### src/rtl/shift_unit_iterative_pkg.sv
// Shared encodings for the iterative shift unit: operation codes and FSM states.
package shift_pkg;

    localparam logic [1:0] OP_SLL = 2'b00;
    localparam logic [1:0] OP_SRL = 2'b01;
    localparam logic [1:0] OP_SRA = 2'b10;
    localparam logic [1:0] OP_ROR = 2'b11;

    localparam logic [1:0] ST_IDLE  = 2'd0;
    localparam logic [1:0] ST_SHIFT = 2'd1;
    localparam logic [1:0] ST_DONE  = 2'd2;

endpackage

### src/rtl/shift_unit_iterative_if.sv
// Request/response handshake bundle between a client and the iterative shift unit.
interface shift_unit_iterative_if #(
    parameter int WIDTH   = 32,
    parameter int SHAMT_W = $clog2(WIDTH)
);
    logic               in_valid;
    logic               in_ready;
    logic [WIDTH-1:0]   operand;
    logic [SHAMT_W-1:0] shamt;
    logic [1:0]         op;
    logic               out_valid;
    logic               out_ready;
    logic [WIDTH-1:0]   result;

    modport master (
        output in_valid, operand, shamt, op, out_ready,
        input  in_ready, out_valid, result
    );

    modport slave (
        input  in_valid, operand, shamt, op, out_ready,
        output in_ready, out_valid, result
    );
endinterface

### src/rtl/shift_unit_iterative_shift_step.sv
// Combinational single-step shifter: moves a WIDTH value by 0..STEP bits in one of four modes.
module shift_step
    import shift_pkg::*;
#(
    parameter int WIDTH = 32,
    parameter int AMT_W = 6
) (
    input  logic [WIDTH-1:0] data,
    input  logic [AMT_W-1:0] amt,
    input  logic [1:0]       op,
    input  logic             sign,
    output logic [WIDTH-1:0] shifted
);
    localparam logic [WIDTH-1:0] ONES = {WIDTH{1'b1}};

    // NOTE: every output of a combinational block gets a default first so no path can infer a latch.
    always_comb begin
        shifted = '0;
        case (op)
            OP_SLL:  shifted = data << amt;
            OP_SRL:  shifted = data >> amt;
            // Fill comes from the sign captured at accept, not from the partially shifted data.
            OP_SRA:  shifted = (data >> amt) | (~(ONES >> amt) & {WIDTH{sign}});
            default: shifted = (data >> amt) | (data << (WIDTH - int'(amt)));
        endcase
    end

endmodule

### src/rtl/shift_unit_iterative.sv
// Multi-cycle shifter: accepts one request, shifts up to STEP bits per clock, then holds the
// result until the consumer takes it. Flush aborts synchronously; reset_n aborts asynchronously.
module shift_unit_iterative
    import shift_pkg::*;
#(
    parameter int WIDTH   = 32,
    parameter int SHAMT_W = $clog2(WIDTH),
    parameter int STEP    = 4
) (
    input  logic                   clk,
    input  logic                   reset_n,
    input  logic                   flush,
    output logic                   busy,
    shift_unit_iterative_if.slave  bus
);
    localparam int AMT_W = SHAMT_W + 1;
    localparam logic [AMT_W-1:0] STEP_V = AMT_W'(STEP);

    if (STEP < 1 || STEP > WIDTH) begin : g_step_range
        $fatal(1, "shift_unit_iterative: STEP must lie in 1..WIDTH");
    end

    logic [1:0]         state;
    logic [WIDTH-1:0]   data;
    logic [SHAMT_W-1:0] remaining;
    logic [1:0]         op_q;
    logic               sign_q;
    logic [AMT_W-1:0]   step_amt;
    logic               last_step;
    logic [WIDTH-1:0]   next_data;

    assign last_step = ({1'b0, remaining} <= STEP_V);
    assign step_amt  = last_step ? {1'b0, remaining} : STEP_V;

    shift_step #(
        .WIDTH (WIDTH),
        .AMT_W (AMT_W)
    ) u_step (
        .data    (data),
        .amt     (step_amt),
        .op      (op_q),
        .sign    (sign_q),
        .shifted (next_data)
    );

    // NOTE: sequential state uses non-blocking assignments so every register samples pre-edge values.
    always_ff @(posedge clk or negedge reset_n) begin
        if (!reset_n) begin
            state     <= ST_IDLE;
            data      <= '0;
            remaining <= '0;
            op_q      <= OP_SLL;
            sign_q    <= 1'b0;
        end else if (flush) begin
            state <= ST_IDLE;
        end else begin
            case (state)
                ST_IDLE: begin
                    if (bus.in_valid) begin
                        data      <= bus.operand;
                        remaining <= bus.shamt;
                        op_q      <= bus.op;
                        sign_q    <= bus.operand[WIDTH-1];
                        state     <= ST_SHIFT;
                    end
                end
                ST_SHIFT: begin
                    data      <= next_data;
                    remaining <= remaining - step_amt[SHAMT_W-1:0];
                    if (last_step) state <= ST_DONE;
                end
                ST_DONE: begin
                    if (bus.out_ready) state <= ST_IDLE;
                end
                default: state <= ST_IDLE;
            endcase
        end
    end

    // The data register drives result directly, so it cannot glitch while DONE holds.
    assign bus.in_ready  = (state == ST_IDLE);
    assign bus.out_valid = (state == ST_DONE);
    assign bus.result    = data;
    assign busy          = (state != ST_IDLE);

endmodule

### src/flat_wrapper.sv
// flat-port wrapper written by rule: the top's interface ports become plain ports
module shift_unit_iterative_flat import shift_pkg::*;
#(
    parameter int WIDTH   = 32,
    parameter int SHAMT_W = $clog2(WIDTH),
    parameter int STEP    = 4
)
  (clk, reset_n, flush, busy, bus_in_valid, bus_operand, bus_shamt, bus_op, bus_out_ready, bus_in_ready, bus_out_valid, bus_result);
  shift_unit_iterative_if #(.WIDTH(WIDTH), .SHAMT_W(SHAMT_W)) bus_i ();
  input  logic clk;
  input  logic reset_n;
  input  logic flush;
  output logic busy;
  input wire logic [$bits(bus_i.in_valid)-1:0] bus_in_valid;
  input wire logic [$bits(bus_i.operand)-1:0] bus_operand;
  input wire logic [$bits(bus_i.shamt)-1:0] bus_shamt;
  input wire logic [$bits(bus_i.op)-1:0] bus_op;
  input wire logic [$bits(bus_i.out_ready)-1:0] bus_out_ready;
  output wire logic [$bits(bus_i.in_ready)-1:0] bus_in_ready;
  output wire logic [$bits(bus_i.out_valid)-1:0] bus_out_valid;
  output wire logic [$bits(bus_i.result)-1:0] bus_result;
  assign bus_i.in_valid = bus_in_valid;
  assign bus_i.operand = bus_operand;
  assign bus_i.shamt = bus_shamt;
  assign bus_i.op = bus_op;
  assign bus_i.out_ready = bus_out_ready;
  assign bus_in_ready = bus_i.in_ready;
  assign bus_out_valid = bus_i.out_valid;
  assign bus_result = bus_i.result;
  shift_unit_iterative #(.WIDTH(WIDTH), .SHAMT_W(SHAMT_W), .STEP(STEP)) u_core (.clk(clk), .reset_n(reset_n), .flush(flush), .busy(busy), .bus(bus_i));
endmodule
### config.mk
export PLATFORM = sky130hd
export DESIGN_NAME = shift_unit_iterative_flat
export DESIGN_NICKNAME = d
export VERILOG_FILES = /design/src/rtl/shift_unit_iterative_pkg.sv /design/src/rtl/shift_unit_iterative_if.sv /design/src/rtl/shift_unit_iterative_shift_step.sv /design/src/rtl/shift_unit_iterative.sv /design/src/flat_wrapper.sv
export SDC_FILE = /design/constraint.sdc
export NUM_CORES = 1
export LEC_CHECK = 0
export ABC_AREA = 1
export BUFFER_PORTS_ARGS = -buffer_cell sky130_fd_sc_hd__buf_2
export CELL_PAD_IN_SITES_DETAIL_PLACEMENT = 1
export CELL_PAD_IN_SITES_GLOBAL_PLACEMENT = 2
export CORE_MARGIN = 3
export CORE_UTILIZATION = 32
export CTS_CLUSTER_DIAMETER = 30
export DETAILED_ROUTE_END_ITERATION = 10
export PLACE_DENSITY_LB_ADDON = 0.1
export SKIP_LAST_GASP = 1
export SLEW_MARGIN = 10
export SYNTH_ARGS = -nofsm -noshare
export SYNTH_HDL_FRONTEND = slang
export SYNTH_SLANG_ARGS = --single-unit
### constraint.sdc
create_clock -name clk -period 6.9 [get_ports clk]
set_clock_uncertainty 0.1 [all_clocks]
set_input_delay 1.035 -clock clk [delete_from_list [all_inputs] [get_ports clk]]
set_output_delay 1.035 -clock clk [all_outputs]
set_load 0.02 [all_outputs]
Yosys cells after proc, flatten, opt, wreduce, memory -nomap -nowiden
Index checks and enable logic that the tools add are counted.

Output and inout bits: 35. Logic and storage cells: 43. Register bits: 42. Bits of input ports: 44.

Shift operators: 4. Mux-type cells: 11. Equal/unequal tests: 8. $lt $le $gt $ge: 1. Reduce and logical (&&, ||, !) cells: 7. Bitwise logic cells: 5. $add $sub $neg: 2.

Operators by type and width (number): one-hot mux 32 bit (3 select lines) (1); bitwise OR 32 bit (2); one-hot mux 32 bit (2 select lines) (1); AND 32 bit (1); two-way mux 32 bit (1); inverter 32 bit (1); left shift 32 x 32 -> 32 bit (1); left shift 32 x 6 -> 32 bit (1); right shift 32 x 6 -> 32 bit (1); right shift 32 x 6 -> 32 bit (first input constant) (1); two-way mux 5 bit (2); one-hot mux 5 bit (2 select lines) (1); AND reduction 3 bit (3); two-way mux 2 bit (4); subtractor 6 x 6 -> 7 bit (first input constant) (1); inequality test 3 bit (second input constant) (2); one-hot mux 2 bit (3 select lines) (1); less-or-equal comparator 5 x 3 -> 1 bit (second input constant) (1); subtractor 5 bit (1); equality test 2 x 1 -> 1 bit (second input constant) (2); equality test 2 bit (second input constant) (2); zero test 2 bit (2); nonzero test 2 bit (2); inequality test 3 x 2 -> 1 bit (second input constant) (1); 2 further kinds (2).

Longest topological paths before layout
Word-level depth: 8. Depth in mapped cells: 21. Depth with buffers taken out: 19.

By module
Synthesis repeated with hierarchy kept, for this count alone.

Cells, all modules: 1377. Area total of the unflattened synthesis: 7462.2 um^2.

Modules (own cells, without submodules): shift_step (times used 1, sequential area each 0.0 um^2, cells an instance 1121, area an instance 5227.5 um^2); shift_unit_iterative (times used 1, sequential area each 1051.0 um^2, cells an instance 256, area an instance 2234.6 um^2).

Least setup slack after synthesis
No wires, ideal clock.

Kind: reg2reg. From: reg u_core.remaining[1]. To: reg u_core.data[29] (netlist: u_core.bus.result[29]). Period minus slack after synthesis: 2.992 ns. Cell stages (with the launch flop): 22. Data arrival time: 2.827 ns. Data required time: 6.734 ns. Library setup time: 0.066 ns. Buffers on the path: 3. Setup slack: 3.908 ns. Path through: dfrtp_1 buf_2 inv_1 nor2_2 inv_1 buf_1 ha_1 inv_1 ha_1 clkbuf_1 clkinv_1 nor2_1 nand2_1 nand2_1 inv_1 nand2_1 nand2_1 nand2_1 nand2_1 nand2_1 nand2_1 nand2_1.

Cells in the longest elaborated chain, start to end: 8. Elaborated cells between the ends (all ways): 13. Those cells by class: add/sub (1); order compare (1); shift (4); mux (3); bitwise (4).

RTL lines: start, declared (line shift_unit_iterative.sv:25) `logic [SHAMT_W-1:0] remaining;`; start signal, assigned (line shift_unit_iterative.sv:61) `remaining <= bus.shamt;`; start signal, assigned (line shift_unit_iterative.sv:69) `remaining <= remaining - step_amt[SHAMT_W-1:0];`; less-or-equal comparator 5 x 3 -> 1 bit (line shift_unit_iterative.sv:32) `assign last_step = ({1'b0, remaining} <= STEP_V);`; two-way mux 5 bit * (line shift_unit_iterative.sv:33) `assign step_amt = last_step ? {1'b0, remaining} : STEP_V;`; branches (longest 4 deep; another with subtractor 6 x 6 -> 7 bit); one-hot mux 32 bit (3 select lines) * (line shift_unit_iterative_shift_step.sv:19) `case (op)`; one-hot mux 32 bit (2 select lines) * (line shift_unit_iterative.sv:57) `case (state)`; end signal, assigned (line shift_unit_iterative.sv:60) `data <= bus.operand;`; end signal, assigned (line shift_unit_iterative.sv:68) `data <= next_data;`; end, declared (line shift_unit_iterative.sv:24) `logic [WIDTH-1:0] data;`.

Every way passes the cells marked *. A chain may end at the register's enable or synchronous reset.

Worst setup path after layout
From: reg u_core.remaining[4]. To: reg u_core.data[29] (netlist: u_core.bus.result[29]).

The elaborated chain is that of the path after synthesis.

==> results by group <==
Run status
  – Status: finished clean

Floorplanning
  – Die height: approximately 130 um
  – Row count: 45
  – Initial Util: 0.3287
  – I/O pin count: 79
  – Placeable Area: 0.01526 mm^2
  – Die X: approximately 130 um
  – Die Area: 0.01721 mm^2

Detailed routing
  – TritonRoute pass-1 iters: 5
  – Wire per inst: 22.18 um
  – Metal3 WL: 1885 um
  – Routed wire length: between 20000 and 30000 um
  – First-iteration detailed-routing DRC count: around 600
  – Number of remaining DRC errors: 0
  – Via count: 6409
  – M1 WL: 11440 um
  – WL met2: 11160 um
  – Top Layer Used: met4
  – Antenna viol nets, final: 0
  – Vias per cell: 5.622

Synthesis
  – Top cell type's share of synthesized area: 0.2246
  – Syn Nets: slightly above 900
  – Post-Syn Instances: 886
  – Top post-synthesis cells by area: nand2_1 22%, dfrtp_1 21%, nand3_1 7.5%
  – Mapped Area: 0.005015 mm^2
  – Avg Synthesized Cell Area: 5.660 um^2
  – EDFF count, synth: 0
  – Async SR Flop Fraction: 1.000
  – Ys flop type: dfrtp_1
  – Synth Register Bits: 42
  – Post-synthesis cell type count: 46
  – Post-synthesis sequential area ratio: 0.2096
  – YS warnings: 0
  – Largest area contributor in the netlist: nand2_1

Final layout
  – Layout Nets: 977
  – Share of cells above drive strength 1: 0.1604
  – Fillers: 2123
  – Most frequent cells in the layout: 300 x nand2_1, 81 x nor2_1, 78 x buf_2, 75 x nand3_1, 71 x inv_1
  – Diode count: 0
  – Area delta synth->final: 12.70%
  – Most common cell after layout, fill and taps aside: nand2_1

Global route
  – Number of global-route vias before repair: about 6.4k
  – Grt ovf: 0
  – Initial antenna violation count: 0
  – Total track usage: 0.2889
  – Largest net degree at the start of global routing: 52
  – First-pass GRT wire length: slightly below 40000 um

STA
  – Worst-Margin Slew: 1152 ps
  – FMAX: a little under 0.2 GHz
  – Sum Neg Setup Slack: 0 ps
  – Final min period: approximately 5000 ps
  – Slew margin rel.: 0.2288
  – Pins Over Slew Limit: 0
  – Hold_ws: 414.4 ps
  – Tcrit/Tclk final: 0.7301
  – # setup viols final: 0
  – Fin. Hold Viols: 0
  – RSZ-0062 raised after global routing: no

Clocking
  – Number of gates resized after CTS: 0
  – Clk root buf: clkbuf_16
  – CTS clk-pin slew, worst paths: about 80 ps
  – Post-CTS Setup Inserts: 0
  – Clk buf depth: 2
  – Cts hold-fix bufs: 0
  – Cts bufs inserted: 5
  – CTS tree: built
  – Clk_lat worst skew: around 320 ps
  – H-tree depth: 2
  – CTS Sinks: 42

Setup path
  – Crit path top cell by count: nand2_1
  – Critical path arrival: about 5200 ps
  – Slowest CP cell: clkinv_1
  – CP max stage delay: 640 ps
  – CP Max Fanout: 42
  – Required @ worst endpoint: 7050 ps
  – Startpoint Class: flop
  – Crit-path cells: nor2_4 > nand2_4 > nor2_2 > buf_4 > inv_1 > buf_4 > ha_1 > inv_1 > ha_1 > clkinv_1 > nor2_1 > nand2_1 > nand2_1 > inv_1 > nand2_1 > nand2_1 > nand2_1 > nand2_1 > nand2_1 > nand2_1 > nand2_1
  – Crit Path Category: reg2reg
  – Worst Setup End Kind: flop

Place
  – GPL Wtd Cong: 0.9695
  – Number of port buffers: 78
  – DPL Wire Length: 19020 um

Job
  – Max Cap Viol: 0

Hold path
  – Tightest Hold Check Type: reg2reg
cell type report:
class / count / area, um^2 / share of cell area
tap: 211 / 264.0 / 0.04671
clock buffer: 5 / 125.1 / 0.02214
multi-input combinational: 706 / 3393 / 0.6004
inverter: 85 / 324.1 / 0.05734
timing repair buffer: 88 / 465.4 / 0.08236
sequential: 42 / 1051 / 0.1860
clock inverter: 3 / 28.78 / 0.005092
Yosys cell counts, types with 2 or more instances:
cell type	count
nand2_1	300
nor2_1	84
nand3_1	75
inv_1	71
o21ai_0	53
a21oi_1	52
dfrtp_1	42
clkbuf_1	28
o211ai_1	26
nand2_2	20
o21ai_1	19
buf_2	14
nand4_1	12
inv_2	10
o221ai_1	9
o21ai_2	7
buf_6	6
a31oi_1	5
ha_1	5
buf_1	4
nor3_1	4
o2111ai_1	4
a211oi_1	3
clkinv_1	3
nor2_2	3
nor2_4	3
o22ai_1	3
o21a_1	2
o31ai_1	2
flip-flops by register name, summed over array words and instances (netlist names):
name / count
u_core.bus.result: 32
u_core.remaining: 5
u_core.op_q: 2
u_core.state: 2
u_core.sign_q: 1
routing by layer:
layer  up-vias  track usage
met2       259       0.4479
met3        51      0.06508
met1      3093       0.3973
met4         0      0.09802
met5         -            0
li1       3006            -
worst max-delay path, delay by kind of cell, from the launching register on:
kind                     cells  cell delay, ps
AND/OR/NAND/NOR             13            1880
adder cells (fa/ha/maj)      2             900
buffers and inverters        6            1600
flip-flops                   1             430
path summary, 6_finish.rpt:
path	startpoint	to	slack [ps]	cells after the start
max	u_core.remaining[4]	u_core.bus.result[29]	1860	21
min	u_core.bus.result[11]	u_core.bus.result[11]	410	2
max reg2reg	u_core.remaining[4]	u_core.bus.result[29]	1860	21
min reg2reg	u_core.bus.result[11]	u_core.bus.result[11]	410	2
max in group asynchronous	reset_n	u_core.bus.result[21]	5200	1
min in group asynchronous	reset_n	u_core.bus.result[16]	830	1
metrics by stage:
step | utilization | setup WS [ps] | cells | cell area, um^2
after floorplan | - | 3908 | 886 | 5015
after global placement | 0.3603 | 2044 | 1132 | 5498
after detailed placement | 0.3603 | 1924 | 1132 | 5498
after CTS | 0.3704 | 1913 | 1140 | 5652
after global routing | 0.3704 | 1461 | 1140 | 5652
final | 0.3704 | 1862 | 1140 | 5652
logic make-up (layout without fill, tap and decap cells):
group	Yosys count	after routing	share of synthesized area
AND/OR/NAND/NOR	508	508	0.4296
other	1	1	0.0007478
adder cells (fa/ha/maj)	5	5	0.01248
multiplexers	1	1	0.002245
buffers and inverters	138	181	0.1175
flip-flops	42	42	0.2096
AO/OA/AOI/OAI	191	191	0.2278
Power is left out: the tool's default activity adds up to more than one toggle a clock period on the data nets, which glitch-free logic cannot reach.
